$ cat src/rtl/sdram_cmd_resp.sv
// sdram_cmd_resp
//   Responder end of the 4-bit cmd / cmd_sent / reply protocol. After reset it
//   runs SDRAM power-up initialisation (cke-low wait, PRE-all, REF, REF, MRS),
//   then raises init_comp_o. After that it accepts one host command per
//   cmd_sent change, drives the SDRAM control pins for one cycle, and pulses
//   reply_o when the command's timing window has elapsed.
//
//   Optional build macro: SDRAM_AUTO_REFRESH_EN. It adds a free-running refresh
//   timer, internal REF commands issued without a reply, and a one-deep slot
//   that holds a host command arriving during an internal refresh.
//
// Ports
//   clk, rst            100 MHz clock, asynchronous active-high reset
//   cmd_i[3:0]          command code (0 NOP,1 ACT,2 READ,3 WRITE,4 PRE,5 REF,6 MRS)
//   cmd_sent_i[1:0]     handshake sequence number; any change = new command
//   bank_i, row_addr_i, col_addr_i   address fields sampled with the command
//   init_comp_o         high once initialisation is finished
//   reply_o             one-cycle completion pulse
//   err_o               sticky: illegal code or overrun
//   cke_o, cs_n_o, ras_n_o, cas_n_o, we_n_o, ba_o, addr_o   SDRAM pins
module sdram_cmd_resp #(
  parameter int          INIT_CYCLES = 20000,
  parameter int          T_RP        = 2,
  parameter int          T_RCD       = 2,
  parameter int          T_RFC       = 7,
  parameter int          T_MRD       = 2,
  parameter int          T_WR        = 2,
  parameter int          CAS_LAT     = 2,
  parameter logic [12:0] MODE_REG    = 13'h020
) (
  input  logic        clk,
  input  logic        rst,
  input  logic [3:0]  cmd_i,
  input  logic [1:0]  cmd_sent_i,
  input  logic [1:0]  bank_i,
  input  logic [12:0] row_addr_i,
  input  logic [9:0]  col_addr_i,
  output logic        init_comp_o,
  output logic        reply_o,
  output logic        err_o,
  output logic        cke_o,
  output logic        cs_n_o,
  output logic        ras_n_o,
  output logic        cas_n_o,
  output logic        we_n_o,
  output logic [1:0]  ba_o,
  output logic [12:0] addr_o
);

  function automatic int clamp1(input int v);
    return (v < 1) ? 1 : v;
  endfunction

  function automatic int max2(input int a, input int b);
    return (a > b) ? a : b;
  endfunction

  localparam int INIT_C = clamp1(INIT_CYCLES);
  localparam int RP_C   = clamp1(T_RP);
  localparam int RCD_C  = clamp1(T_RCD);
  localparam int RFC_C  = clamp1(T_RFC);
  localparam int MRD_C  = clamp1(T_MRD);
  localparam int WR_C   = clamp1(T_WR);
  localparam int CL_C   = clamp1(CAS_LAT);
  localparam int MAX_W  = max2(max2(max2(INIT_C, RP_C), max2(RCD_C, RFC_C)),
                               max2(max2(MRD_C, WR_C), CL_C));
  localparam int WW     = $clog2(MAX_W + 1);

  localparam logic [WW-1:0] W_ONE  = WW'(1);
  localparam logic [WW-1:0] W_INIT = WW'(INIT_C);
  localparam logic [WW-1:0] W_RP   = WW'(RP_C);
  localparam logic [WW-1:0] W_RCD  = WW'(RCD_C);
  localparam logic [WW-1:0] W_RFC  = WW'(RFC_C);
  localparam logic [WW-1:0] W_MRD  = WW'(MRD_C);
  localparam logic [WW-1:0] W_WR   = WW'(WR_C);
  localparam logic [WW-1:0] W_CL   = WW'(CL_C);

  // {cs_n, ras_n, cas_n, we_n}
  localparam logic [3:0] P_DES = 4'b1111;
  localparam logic [3:0] P_NOP = 4'b0111;
  localparam logic [3:0] P_ACT = 4'b0011;
  localparam logic [3:0] P_RD  = 4'b0101;
  localparam logic [3:0] P_WR  = 4'b0100;
  localparam logic [3:0] P_PRE = 4'b0010;
  localparam logic [3:0] P_REF = 4'b0001;
  localparam logic [3:0] P_MRS = 4'b0000;

  localparam logic [12:0] A_PRE_ALL = 13'h0400;

  typedef enum logic [2:0] {
    S_PWR, S_IPRE, S_IREF1, S_IREF2, S_IMRS, S_IDLE, S_CMD, S_AREF
  } state_t;

  state_t        state_q;
  logic [WW-1:0] wait_q;
  logic [1:0]    seq_last_q;
  logic [3:0]    pins_q;
  logic          cke_q, init_comp_q, reply_q, err_q;
  logic [1:0]    ba_q;
  logic [12:0]   addr_q;

  logic          seq_change, issue;
  logic [3:0]    src_cmd;
  logic [1:0]    src_bank;
  logic [12:0]   src_row;
  logic [9:0]    src_col;

  logic [3:0]    iss_pins;
  logic [1:0]    iss_ba;
  logic [12:0]   iss_addr;
  logic [WW-1:0] iss_wait;
  logic          iss_bad, iss_drv;

  assign seq_change = (cmd_sent_i != seq_last_q);

`ifdef SDRAM_AUTO_REFRESH_EN
  localparam int REF_INTERVAL = 780;
  localparam int RCW          = $clog2(REF_INTERVAL);
  localparam logic [RCW-1:0] REF_MAX = RCW'(REF_INTERVAL - 1);

  logic [RCW-1:0] ref_cnt_q;
  logic           ref_req_q, pend_q;
  logic [3:0]     pend_cmd_q;
  logic [1:0]     pend_bank_q;
  logic [12:0]    pend_row_q;
  logic [9:0]     pend_col_q;

  // The held command is replayed at the end of the internal refresh.
  assign src_cmd  = (state_q == S_AREF) ? pend_cmd_q  : cmd_i;
  assign src_bank = (state_q == S_AREF) ? pend_bank_q : bank_i;
  assign src_row  = (state_q == S_AREF) ? pend_row_q  : row_addr_i;
  assign src_col  = (state_q == S_AREF) ? pend_col_q  : col_addr_i;
  assign issue    = ((state_q == S_IDLE) && seq_change && !ref_req_q) ||
                    ((state_q == S_AREF) && (wait_q == W_ONE) && pend_q);
`else
  assign src_cmd  = cmd_i;
  assign src_bank = bank_i;
  assign src_row  = row_addr_i;
  assign src_col  = col_addr_i;
  assign issue    = (state_q == S_IDLE) && seq_change;
`endif

  // Decode of the command about to be issued: pins, address and wait time.
  always_comb begin
    iss_pins = P_NOP;
    iss_ba   = src_bank;
    iss_addr = '0;
    iss_wait = W_ONE;
    iss_bad  = 1'b0;
    iss_drv  = 1'b1;
    case (src_cmd)
      4'd0: iss_drv = 1'b0;
      4'd1: begin iss_pins = P_ACT; iss_addr = src_row;           iss_wait = W_RCD; end
      4'd2: begin iss_pins = P_RD;  iss_addr = {3'b000, src_col}; iss_wait = W_CL;  end
      4'd3: begin iss_pins = P_WR;  iss_addr = {3'b000, src_col}; iss_wait = W_WR;  end
      4'd4: begin iss_pins = P_PRE; iss_addr = A_PRE_ALL; iss_ba = '0; iss_wait = W_RP; end
      4'd5: begin iss_pins = P_REF; iss_wait = W_RFC; end
      4'd6: begin iss_pins = P_MRS; iss_addr = MODE_REG;  iss_ba = '0; iss_wait = W_MRD; end
      default: begin iss_bad = 1'b1; iss_drv = 1'b0; end
    endcase
  end

  always_ff @(posedge clk or posedge rst) begin
    if (rst) begin
      state_q     <= S_PWR;
      wait_q      <= W_INIT;
      seq_last_q  <= '0;
      pins_q      <= P_DES;
      cke_q       <= 1'b0;
      ba_q        <= '0;
      addr_q      <= '0;
      init_comp_q <= 1'b0;
      reply_q     <= 1'b0;
      err_q       <= 1'b0;
`ifdef SDRAM_AUTO_REFRESH_EN
      ref_cnt_q   <= '0;
      ref_req_q   <= 1'b0;
      pend_q      <= 1'b0;
      pend_cmd_q  <= '0;
      pend_bank_q <= '0;
      pend_row_q  <= '0;
      pend_col_q  <= '0;
`endif
    end else begin
      reply_q <= 1'b0;
      // Commands last one cycle; afterwards the bus idles at NOP once cke is up.
      if (cke_q) pins_q <= P_NOP;

      case (state_q)
        S_PWR: begin
          seq_last_q <= cmd_sent_i;
          // cke rises on the last count; PRE-all follows one cycle later.
          if (wait_q == '0) begin
            pins_q  <= P_PRE;
            ba_q    <= '0;
            addr_q  <= A_PRE_ALL;
            wait_q  <= W_RP;
            state_q <= S_IPRE;
          end else begin
            wait_q <= wait_q - W_ONE;
            if (wait_q == W_ONE) begin
              cke_q  <= 1'b1;
              pins_q <= P_NOP;
            end
          end
        end
        S_IPRE, S_IREF1, S_IREF2, S_IMRS: begin
          // Host changes are swallowed until init completes.
          seq_last_q <= cmd_sent_i;
          if (wait_q != W_ONE) begin
            wait_q <= wait_q - W_ONE;
          end else begin
            // Next init command goes out on the edge the previous window closes.
            case (state_q)
              S_IPRE:  begin pins_q <= P_REF; addr_q <= '0; wait_q <= W_RFC; state_q <= S_IREF1; end
              S_IREF1: begin pins_q <= P_REF; wait_q <= W_RFC; state_q <= S_IREF2; end
              S_IREF2: begin pins_q <= P_MRS; addr_q <= MODE_REG; wait_q <= W_MRD; state_q <= S_IMRS; end
              default: begin init_comp_q <= 1'b1; state_q <= S_IDLE; end
            endcase
          end
        end
        S_IDLE: begin
          if (seq_change) seq_last_q <= cmd_sent_i;
`ifdef SDRAM_AUTO_REFRESH_EN
          if (ref_req_q) begin
            pins_q    <= P_REF;
            ba_q      <= '0;
            addr_q    <= '0;
            wait_q    <= W_RFC;
            state_q   <= S_AREF;
            ref_req_q <= 1'b0;
            if (seq_change) begin
              pend_q      <= 1'b1;
              pend_cmd_q  <= cmd_i;
              pend_bank_q <= bank_i;
              pend_row_q  <= row_addr_i;
              pend_col_q  <= col_addr_i;
            end
          end
`endif
        end
        S_CMD: begin
          // Overrun: record it, drop the new command, keep the current one.
          if (seq_change) begin
            seq_last_q <= cmd_sent_i;
            err_q      <= 1'b1;
          end
          if (wait_q == W_ONE) begin
            reply_q <= 1'b1;
            state_q <= S_IDLE;
          end else begin
            wait_q <= wait_q - W_ONE;
          end
        end
`ifdef SDRAM_AUTO_REFRESH_EN
        S_AREF: begin
          if (wait_q == W_ONE) begin
            // An arrival on this edge is left for S_IDLE to see next cycle.
            state_q <= S_IDLE;
            pend_q  <= 1'b0;
          end else begin
            wait_q <= wait_q - W_ONE;
            if (seq_change) begin
              seq_last_q <= cmd_sent_i;
              if (pend_q) begin
                err_q <= 1'b1;
              end else begin
                pend_q      <= 1'b1;
                pend_cmd_q  <= cmd_i;
                pend_bank_q <= bank_i;
                pend_row_q  <= row_addr_i;
                pend_col_q  <= col_addr_i;
              end
            end
          end
        end
`endif
        default: state_q <= S_PWR;
      endcase

      if (issue) begin
        if (iss_drv) begin
          pins_q <= iss_pins;
          ba_q   <= iss_ba;
          addr_q <= iss_addr;
        end
        if (iss_bad) err_q <= 1'b1;
        wait_q  <= iss_wait;
        state_q <= S_CMD;
      end

`ifdef SDRAM_AUTO_REFRESH_EN
      if (ref_cnt_q == REF_MAX) begin
        ref_cnt_q <= '0;
        ref_req_q <= 1'b1;
      end else begin
        ref_cnt_q <= ref_cnt_q + 1'b1;
      end
`endif
    end
  end

  assign init_comp_o = init_comp_q;
  assign reply_o     = reply_q;
  assign err_o       = err_q;
  assign cke_o       = cke_q;
  assign cs_n_o      = pins_q[3];
  assign ras_n_o     = pins_q[2];
  assign cas_n_o     = pins_q[1];
  assign we_n_o      = pins_q[0];
  assign ba_o        = ba_q;
  assign addr_o      = addr_q;

endmodule

$ cat config.mk
export PLATFORM = sky130hd
export DESIGN_NAME = sdram_cmd_resp
export DESIGN_NICKNAME = d
export VERILOG_FILES = /design/src/rtl/sdram_cmd_resp.sv
export SDC_FILE = /design/constraint.sdc
export NUM_CORES = 1
export LEC_CHECK = 0
export CAP_MARGIN = 10
export CORE_MARGIN = 4
export CORE_UTILIZATION = 55
export DETAILED_ROUTE_END_ITERATION = 8
export MAX_ROUTING_LAYER = met4
export PLACE_DENSITY_LB_ADDON = 0.15
export SLEW_MARGIN = 40
export SYNTH_ARGS = -nofsm -noshare
export SYNTH_HDL_FRONTEND = slang
export SYNTH_SLANG_ARGS = --single-unit
export TNS_END_PERCENT = 50
$ cat constraint.sdc
create_clock -name clk -period 6.15 [get_ports clk]
set_input_delay 0.9225 -clock clk [delete_from_list [all_inputs] [get_ports clk]]
set_output_delay 0.9225 -clock clk [all_outputs]
set_load 0.02 [all_outputs]
# Yosys cells after proc, flatten, opt, wreduce, memory -nomap -nowiden
# Cells that the tools add are included.
# W data, S select, Z words.
word_totals:
  regBits: 43
  output_inout_bits: 23
classes:
  add_sub_neg: 1
  eq_ne: 22
  mux: 43
  bitwise_logic: 3
  reduce_logical: 21
op_table:
  columns: ["op", "n"]
  rows:
  - ["$mux W15", 4]
  - ["$mux W13", 4]
  - ["$pmux W13 S2", 2]
  - ["$pmux W13 S4", 1]
  - ["$pmux W15 S3", 1]
  - ["$pmux W15 S2", 1]
  - ["$mux W4", 6]
  - ["$pmux W3 S6", 1]
  - ["$pmux W4 S2", 2]
  - ["$eq A15 B1 Y1 const B", 1]
  - ["$logic_not A15 Y1", 1]
  - ["$ne A15 B1 Y1 const B", 1]
  - ["$sub A15 B1 Y15 const B", 1]
  - ["$eq A4 B3 Y1 const B", 3]
  - ["$mux W2", 6]
  - ["$mux W3", 4]
  - ["$ne A3 B3 Y1 const B", 4]
  - ["$pmux W3 S4", 1]
  - ["$reduce_or A5 Y1", 2]
  - ["$eq A3 B3 Y1 const B", 3]
  - ["$pmux W3 S3", 1]
  - ["$reduce_and A3 Y1", 3]
  - ["$eq A4 B2 Y1 const B", 2]
  - ["$reduce_or A2 Y1", 4]
  - ["22 further kinds", 31]

# Logic depth before layout (Yosys ltp)
# Gate-level depths: netlist of run 1.
logic_depth:
  word_depth: 7
  ltp_mapped: 9
  mapped_depth_nobuf: 7

# Least setup slack after synthesis of run 1
# OpenSTA, ideal clock, no wires.
synth_path:
  kind: "in2reg"
  from: "in cmd_sent_i[1]"
  to: "reg wait_q[5]"
  arrival_ns: 2.315
  setup_slack_ns: 3.762
  stages: 6
  path_cell_list: "xor2_1 > o211ai_1 > o211a_1 > buf_4 > or4_2 > a21oi_1"
synth_between:
  elab_chain_len: 4
  word_cells_on_any_way: 7
  cone_classes: "3 x eq/ne; 1 x mux; 3 x reduce/logical"
synth_lines:
  columns: ["item", "line", "source"]
  rows:
  - ["from (decl)", "34", "input logic [1:0] cmd_sent_i,"]
  - ["$ne A2 B2 Y1 *", "114", "assign seq_change = (cmd_sent_i != seq_last_q);"]
  - ["$logic_and A1 B1 Y1 *", "140", "assign issue = (state_q == S_IDLE) && seq_change;"]
  - ["$ne A5 B5 Y1 (no line) (tied with other cells)", null, null]
  - ["$reduce_and A3 Y1 (no line)", null, null]
  - ["to (signal assigned)", "200", "wait_q <= wait_q - W_ONE;"]
  - ["to (signal assigned)", "211", "wait_q <= wait_q - W_ONE;"]
  - ["to (signal assigned)", "252", "wait_q <= wait_q - W_ONE;"]
  - ["to (decl)", "95", "logic [WW-1:0] wait_q;"]
# Every way passes the cells marked *; elsewhere a longest branch is shown, timed or not.
# A chain may end at the register's enable or synchronous reset.

# Final worst setup path of run 1
# Same ends and word-level chain as after synthesis.

==> results of run 1 <==
layout make-up:
| cell class | count | area (um2) |
|---|---|---|
| timing repair buffer | 57 | 566 |
| sequential | 43 | 1090 |
| multi-input combinational | 203 | 1390 |
| fill | 323 | 1210 |
| clock buffer | 5 | 68.8 |
| clock inverter | 3 | 67.6 |
| inverter | 6 | 22.5 |
| tap | 52 | 65.1 |
stage by stage:
| stage | hold slack (ps) | std cells | util (%) | area (um2) | power, W |
|---|---|---|---|---|---|
| 5_1_grt | 506 | 369 | 72.9 | 3260 | 0.00137 |
| 6_report | 476 | 369 | 72.9 | 3260 | 0.00129 |
| 2_1_floorplan | 468 | 274 | - | 2610 | 0.000864 |
| 3_3_place_gp | 454 | 361 | 69.6 | 3120 | 0.000995 |
| 4_1_cts | 483 | 369 | 72.9 | 3260 | 0.00128 |
| 3_5_place_dp | 461 | 361 | 69.9 | 3130 | 0.00101 |
kinds of logic after synthesis:
kind of cell,share of synthesized area (%)
mux,2.16
flops,41.6
buf+inv,5.70
fa+ha+maj,1.44
xor+xnor,1.01
compound gates,26.5
simple gates,21.5
state kept, by name (all words and copies together) (netlist names), 2 cells and up:
register and cells:
addr_o 13, ba_o 2, pins_q 4, seq_last_q 2, state_q 3, wait_q 15
power groups by stage:
stage          Clock, W  Combinational [W]  Sequential (W)
3_5_place_dp          0           0.000516        0.000499
2_1_floorplan         0           0.000379        0.000485
4_1_cts        0.000268           0.000521        0.000494
5_1_grt        0.000282           0.000573        0.000514
3_3_place_gp          0           0.000501        0.000494
6_report       0.000265           0.000524        0.000499
worst min-delay path by stage:
| stage | depth (start not counted) | slack, ps | endpoint | from |
|---|---|---|---|---|
| final | 1 | 480 | err_o | err_o |
| after global routing | 1 | 510 | err_o | err_o |
| after CTS | 1 | 480 | init_comp_o | init_comp_o |
| after detailed placement | 1 | 460 | init_comp_o | init_comp_o |
| after global placement | 1 | 450 | err_o | err_o |
| after floorplan | 2 | 470 | wait_q[9] | wait_q[9] |
layout by cell type, fill, tap and decap left out, drive strengths merged, types with 2 or more instances in the layout:
| master | count |
|---|---|
| o2bb2ai | 9 |
| or3 | 7 |
| dfstp | 9 |
| a211o | 2 |
| or4 | 11 |
| o21ai | 17 |
| bufinv | 2 |
| or2 | 4 |
| clkbuf | 5 |
| a21oi | 23 |
| nor4 | 6 |
| nand4 | 2 |
| nand3b | 2 |
| nand2b | 5 |
| a22oi | 11 |
| a21o | 2 |
| o21bai | 2 |
| o31ai | 8 |
| o211ai | 4 |
| nand2 | 12 |
| ha | 3 |
| mux2 | 5 |
| o211a | 2 |
| nand3 | 8 |
| nor2b | 7 |
| nor3b | 2 |
| buf | 2 |
| dfrtp | 34 |
| xor2 | 2 |
| nor3 | 2 |
| inv | 6 |
| a31oi | 3 |
| and3 | 4 |
| clkdlybuf4s50 | 55 |
| nor2 | 16 |
| a32o | 6 |
worst max-delay path: cells and delay by family:
kind,cells,cell delay (ps)
buf+inv,1,500
compound gates,3,890
simple gates,1,710
xor+xnor,1,260
layer usage:
metal	wire length, um	vias to the layer above	part of all wire, %
li1	-	1133	-
met1	2980	1129	45
met2	3090	108	46
met3	529	11	7.9
met4	87	0	1.3
met5	0	-	0
==> flow_metrics.tcl, run 1 <==
set metrics [dict create \
    result_of_the_run "finished, final reports clean" \
    cts-htree-levels 2 \
    crit_path_start_kind "input port" \
    worst_setup_hold_path_clk_slew_ps 80 \
    timing.final.hold_violations 0 \
    track_usage_pct 23.8 \
    layout_worst_path_cycle_share_pct 49.6 \
    yosys_warning_total 0 \
    slew_headroom_pct 47.8 \
    buffer_ports.inserted 55 \
    number_of_cells_upsized_or_downsized_after_cts 0 \
    placement_rows 24 \
    avgRoutedWirePerCell_um 18.1 \
    ys_top_cells_by_area "sky130_fd_sc_hd__dfrtp_1 (33%), sky130_fd_sc_hd__dfstp_2 (9.1%), sky130_fd_sc_hd__a21oi_1 (4.4%), sky130_fd_sc_hd__a22oi_1 (3.2%), sky130_fd_sc_hd__o2bb2ai_1 (3.0%)" \
    clkSinkCount 43 \
    ys_async_sr_fraction_pct 100 \
    worst_ir_drop_vdd_v 0.000234 \
    r2r_start "wait_q[1]" \
    die_area_mm2 0.00591 \
    syn-num-nets 310 \
    share_comb_of_total_power_pct 40.7 \
    synth_flop_cell "sky130_fd_sc_hd__dfrtp_1" \
    critical_path_required_ps 6370 \
    power_density_mw_per_mm2 395 \
    clockPowerShare_pct 20.6 \
    detail_route.vias_per_cell 6.45 \
    remaining_overflow_grt 0 \
    post_synth_most_frequent_cells "sky130_fd_sc_hd__dfrtp_1 (34), sky130_fd_sc_hd__a21oi_1 (23), sky130_fd_sc_hd__nor2_1 (16)" \
    maxCapViolations 0 \
    syn-cell-area_mm2 0.00261 \
    grt_pass1_vias 2330 \
    timing.hold.worst.class "reg2reg" \
    holdBufCountCts 0 \
    swShare_pct 39.1 \
    grt.busiest_layer "met2" \
    timing.final.setup_violations 0 \
    p_int_w 0.000785 \
    clk_latency_ps 300 \
    pwr-share-seq_pct 38.7 \
    worst_setup_path_startpoint "cmd_sent_i[1]" \
    grt_setup_unrepaired "no" \
    cts_buffers 5 \
    reg2reg_slack_ps 3390 \
    n_antenna_cell 0 \
    post_cts_buffers 0 \
    critical_path_endpoint_category "flip-flop" \
    vias 2381 \
    worstSetupPathType "in2reg" \
    power.net_switching_w 0.000504 \
    power_leakage_nw 1.27 \
    dp_slack_ps 2830 \
    critPathMaxFanout 28 \
    total_nets_final 352 \
    finClkSkew_ps 7.09 \
    ant_nets 0 \
    crit_path_top_delay_cell "sky130_fd_sc_hd__or4_2" \
    hpwl_um 4690 \
    grt_antenna_before_repair 0 \
    die_height_um 76.9 \
    dr.pass1.iters 5 \
    min_period_ps 3050 \
    effective_utilization_at_floorplan_pct 58.4 \
    synth_area_leader_cell "sky130_fd_sc_hd__dfrtp_1" \
    synth_most_common_cell "sky130_fd_sc_hd__dfrtp_1" \
    wl_um 6690 \
    setup_tns_ps 0 \
    synth_enable_flop_cells 0 \
    critical_r2r_capture "wait_q[13]" \
    gpl.final_weighted_congestion 0.885 \
    post_route_cells_drive_above_1_share_pct 13.2 \
    synthDominantCellAreaShare_pct 32.6 \
    tritoncts "built" \
    use_met2_pct 37.4 \
    max_freq_mhz 328 \
    violation_count_after_the_first_detailed_routing_iteration 267 \
    postSynthCellCount 274 \
    die-width_um 76.9 \
    grt_first_pass_wirelength_um 11100 \
    cts-root-to-sink-buffers 2 \
    pin_count_of_the_biggest_net_entering_global_routing 44 \
    number_of_register_bits_inferred_by_synthesis 43 \
    fp.coreArea_mm2 0.00447 \
    worstPathCellList "clkdlybuf4s50_1, xor2_1, o211ai_1, o211a_1, or4_2, a21oi_1" \
    worstSetupEndpoint "wait_q[5]" \
    cts_root_buffer "sky130_fd_sc_hd__clkbuf_8" \
    worst-slew-pin-transition_ps 776 \
    yosys.cell_types.count 60 \
    final.setup.worst_slack_ps 3100 \
    ioPinCount 56 \
    use_met1_pct 30.7 \
    grt.met3_usage_pct 5.62 \
    rr_worst_depth 7 \
    final-max-slew-violation-count 0 \
    timing.critical_path.arrival_ps 3280 \
    area_growth_pct 25.0 \
    critical-path-max-stage-delay_ps 710 \
    synth.avg_cell_area_um2 9.53 \
    number_of_remaining_drc_errors 0 \
    synth.yosys.seq_area_share_pct 41.6 \
]
Power figures use the tool's default switching activity.
==> inputs of run 2 (changes only) <==
--- a/config.mk
+++ b/config.mk
@@ -7,7 +7,7 @@
 export LEC_CHECK = 0
 export CAP_MARGIN = 10
 export CORE_MARGIN = 4
-export CORE_UTILIZATION = 55
+export CORE_UTILIZATION = 46
 export DETAILED_ROUTE_END_ITERATION = 8
 export MAX_ROUTING_LAYER = met4
 export PLACE_DENSITY_LB_ADDON = 0.15
==> constraint.sdc (replaced) <==
create_clock -name clk -period 2.8 [get_ports clk]
set_input_delay 0.42 -clock clk [delete_from_list [all_inputs] [get_ports clk]]
set_output_delay 0.42 -clock clk [all_outputs]
set_load 0.02 [all_outputs]
==> flow_metrics.tcl, run 2 (synthesized netlist as in run 1, its figures left out) <==
set metrics [dict create \
    n_antenna_cell 0 \
    grt_setup_unrepaired "no" \
    fp.coreArea_mm2 0.00551 \
    detail_route.vias_per_cell 5.91 \
    swShare_pct 40.4 \
    layout_worst_path_cycle_share_pct 91.7 \
    final-max-slew-violation-count 0 \
    total_nets_final 364 \
    r2r_start "wait_q[7]" \
    power_leakage_nw 1.30 \
    critical_path_endpoint_category "flip-flop" \
    critical-path-max-stage-delay_ps 660 \
    crit_path_top_delay_cell "sky130_fd_sc_hd__or4_1" \
    die_height_um 83.3 \
    wl_um 6460 \
    die_area_mm2 0.00695 \
    hpwl_um 4740 \
    worstSetupEndpoint "wait_q[13]" \
    critPathMaxFanout 20 \
    finish.cell_count_without_fillers 401 \
    worstPathCellList "or4_1, nor4_4, o211a_1, buf_4, o31ai_1, a21oi_1" \
    placement_rows 27 \
    post-place-cells 393 \
    crit_path_start_kind "flip-flop" \
    timing.final.setup_violations 0 \
    num-fill-cells 478 \
    effective_utilization_at_floorplan_pct 47.4 \
    reg2reg_slack_ps 230 \
    ant_nets 0 \
    rr_worst_depth 6 \
    result_of_the_run "finished, final reports clean" \
    cts-htree-levels 2 \
    track_usage_pct 19.8 \
    most-common-layout-cells "sky130_fd_sc_hd__clkdlybuf4s50_1 (55), sky130_fd_sc_hd__dfrtp_1 (34), sky130_fd_sc_hd__a21oi_1 (23)" \
    critical_r2r_capture "wait_q[13]" \
    clk_latency_ps 300 \
    worst_setup_path_startpoint "wait_q[7]" \
    ioPinCount 56 \
    crit_family "simple AND/OR/NAND/NOR gates" \
    max_freq_mhz 389 \
    wp_depth 6 \
    p_int_w 0.00156 \
    buffer_ports.inserted 55 \
    layout_commonest_cell "sky130_fd_sc_hd__clkdlybuf4s50_1" \
    pin_count_of_the_biggest_net_entering_global_routing 44 \
    finClkSkew_ps 9.59 \
    cts_buffers 5 \
    cts_root_buffer "sky130_fd_sc_hd__clkbuf_8" \
    worst_ir_drop_vdd_v 0.000332 \
    clockPowerShare_pct 14.9 \
    share_comb_of_total_power_pct 44.4 \
    timing.final.hold_violations 0 \
    slew_headroom_pct 60.9 \
    violation_count_after_the_first_detailed_routing_iteration 169 \
    largest_register_ffs 15 \
    power_density_mw_per_mm2 788 \
    worst-slew-pin-transition_ps 584 \
    worstSetupPathType "reg2reg" \
    clkSinkCount 43 \
    die-width_um 83.3 \
    grt_first_pass_wirelength_um 11100 \
    grt_pass1_vias 2321 \
    post_cts_buffers 0 \
    cts-root-to-sink-buffers 2 \
    timing.hold.worst.class "reg2reg" \
    maxCapViolations 0 \
    tritoncts "built" \
    avgRoutedWirePerCell_um 16.1 \
    timing.critical_path.buf_inv 1 \
    post_route_cells_drive_above_1_share_pct 15.8 \
    dr.pass1.iters 4 \
    largest-register "wait_q" \
    number_of_remaining_drc_errors 0 \
    fin_worst_hold_slack_ps 486 \
    holdBufCountCts 0 \
    min_period_ps 2570 \
    critical_path_required_ps 3010 \
    remaining_overflow_grt 0 \
    pwr-share-seq_pct 40.7 \
    number_of_cells_upsized_or_downsized_after_cts 0 \
    area_growth_pct 27.2 \
    vias 2369 \
    setup_tns_ps 0 \
    timing.critical_path.arrival_ps 2780 \
    gpl.final_weighted_congestion 0.870 \
    grt_antenna_before_repair 0 \
    power.net_switching_w 0.00106 \
    worst_setup_hold_path_clk_slew_ps 80 \
]
[run 2: cell types whose count changed in the layout (fill, tap and decap cells not counted)]
| cell | delta |
|---|---|
| sky130_fd_sc_hd__clkbuf_1 | +1 |
| sky130_fd_sc_hd__nor3b_2 | -1 |
| sky130_fd_sc_hd__bufinv_16 | -2 |
| sky130_fd_sc_hd__buf_4 | +12 |
| sky130_fd_sc_hd__clkinv_2 | +1 |
| sky130_fd_sc_hd__nor3b_1 | +1 |
[run 2: worst min-delay path by stage]
stage / from / to / slack [ps] / cells past startpoint
floorplan: wait_q[9] / wait_q[9] / 470 / 2
global placement: err_o / err_o / 450 / 1
detailed placement: err_o / err_o / 470 / 1
CTS: err_o / err_o / 490 / 1
global route: err_o / err_o / 510 / 1
finish: err_o / err_o / 490 / 1
[run 2: stage by stage]
stage / utilization, % / power [W] / cell area, um2 / setup slack, ps
floorplan: - / 0.00190 / 2610 / 689
global placement: 58.7 / 0.00221 / 3230 / 250
detailed placement: 58.8 / 0.00224 / 3240 / 213
CTS: 60.3 / 0.00264 / 3320 / 194
global route: 60.3 / 0.00284 / 3320 / 6.35
finish: 60.3 / 0.00262 / 3320 / 231
[run 2: power by group through the flow]
stage | Combinational [W] | Clock (W) | Sequential, W
floorplan | 0.000833 | 0 | 0.00106
global route | 0.00129 | 0.000437 | 0.00111
CTS | 0.00117 | 0.000403 | 0.00106
finish | 0.00116 | 0.000390 | 0.00107
global placement | 0.00114 | 0 | 0.00106
detailed placement | 0.00116 | 0 | 0.00107
[run 2: layout make-up]
cell class | instances | area (um2) | share of cell area, %
tap | 72 | 90.1 | 2.71
timing repair buffer | 69 | 656 | 19.7
sequential | 43 | 1090 | 32.7
clock buffer | 6 | 72.6 | 2.18
multi-input combinational | 203 | 1380 | 41.6
inverter | 6 | 22.5 | 0.678
clock inverter | 2 | 12.5 | 0.377
[run 2: worst reg2reg max path, cell delays in order (launching register included)]
cell                      delay [ps]
sky130_fd_sc_hd__dfrtp_1         440
sky130_fd_sc_hd__or4_1           660
sky130_fd_sc_hd__nor4_4          390
sky130_fd_sc_hd__o211a_1         500
sky130_fd_sc_hd__buf_4           250
sky130_fd_sc_hd__o31ai_1          80
sky130_fd_sc_hd__a21oi_1         150
[run 2: metal layers]
layer	global-route usage (%)	vias to the layer above	share of wire, %	routed length [um]
met4	5.20	0	1.3	82
li1	-	1153	-	-
met1	25.9	1125	46	2940
met3	5.06	10	7.7	498
met2	30.7	81	45	2930
met5	-	-	0	0
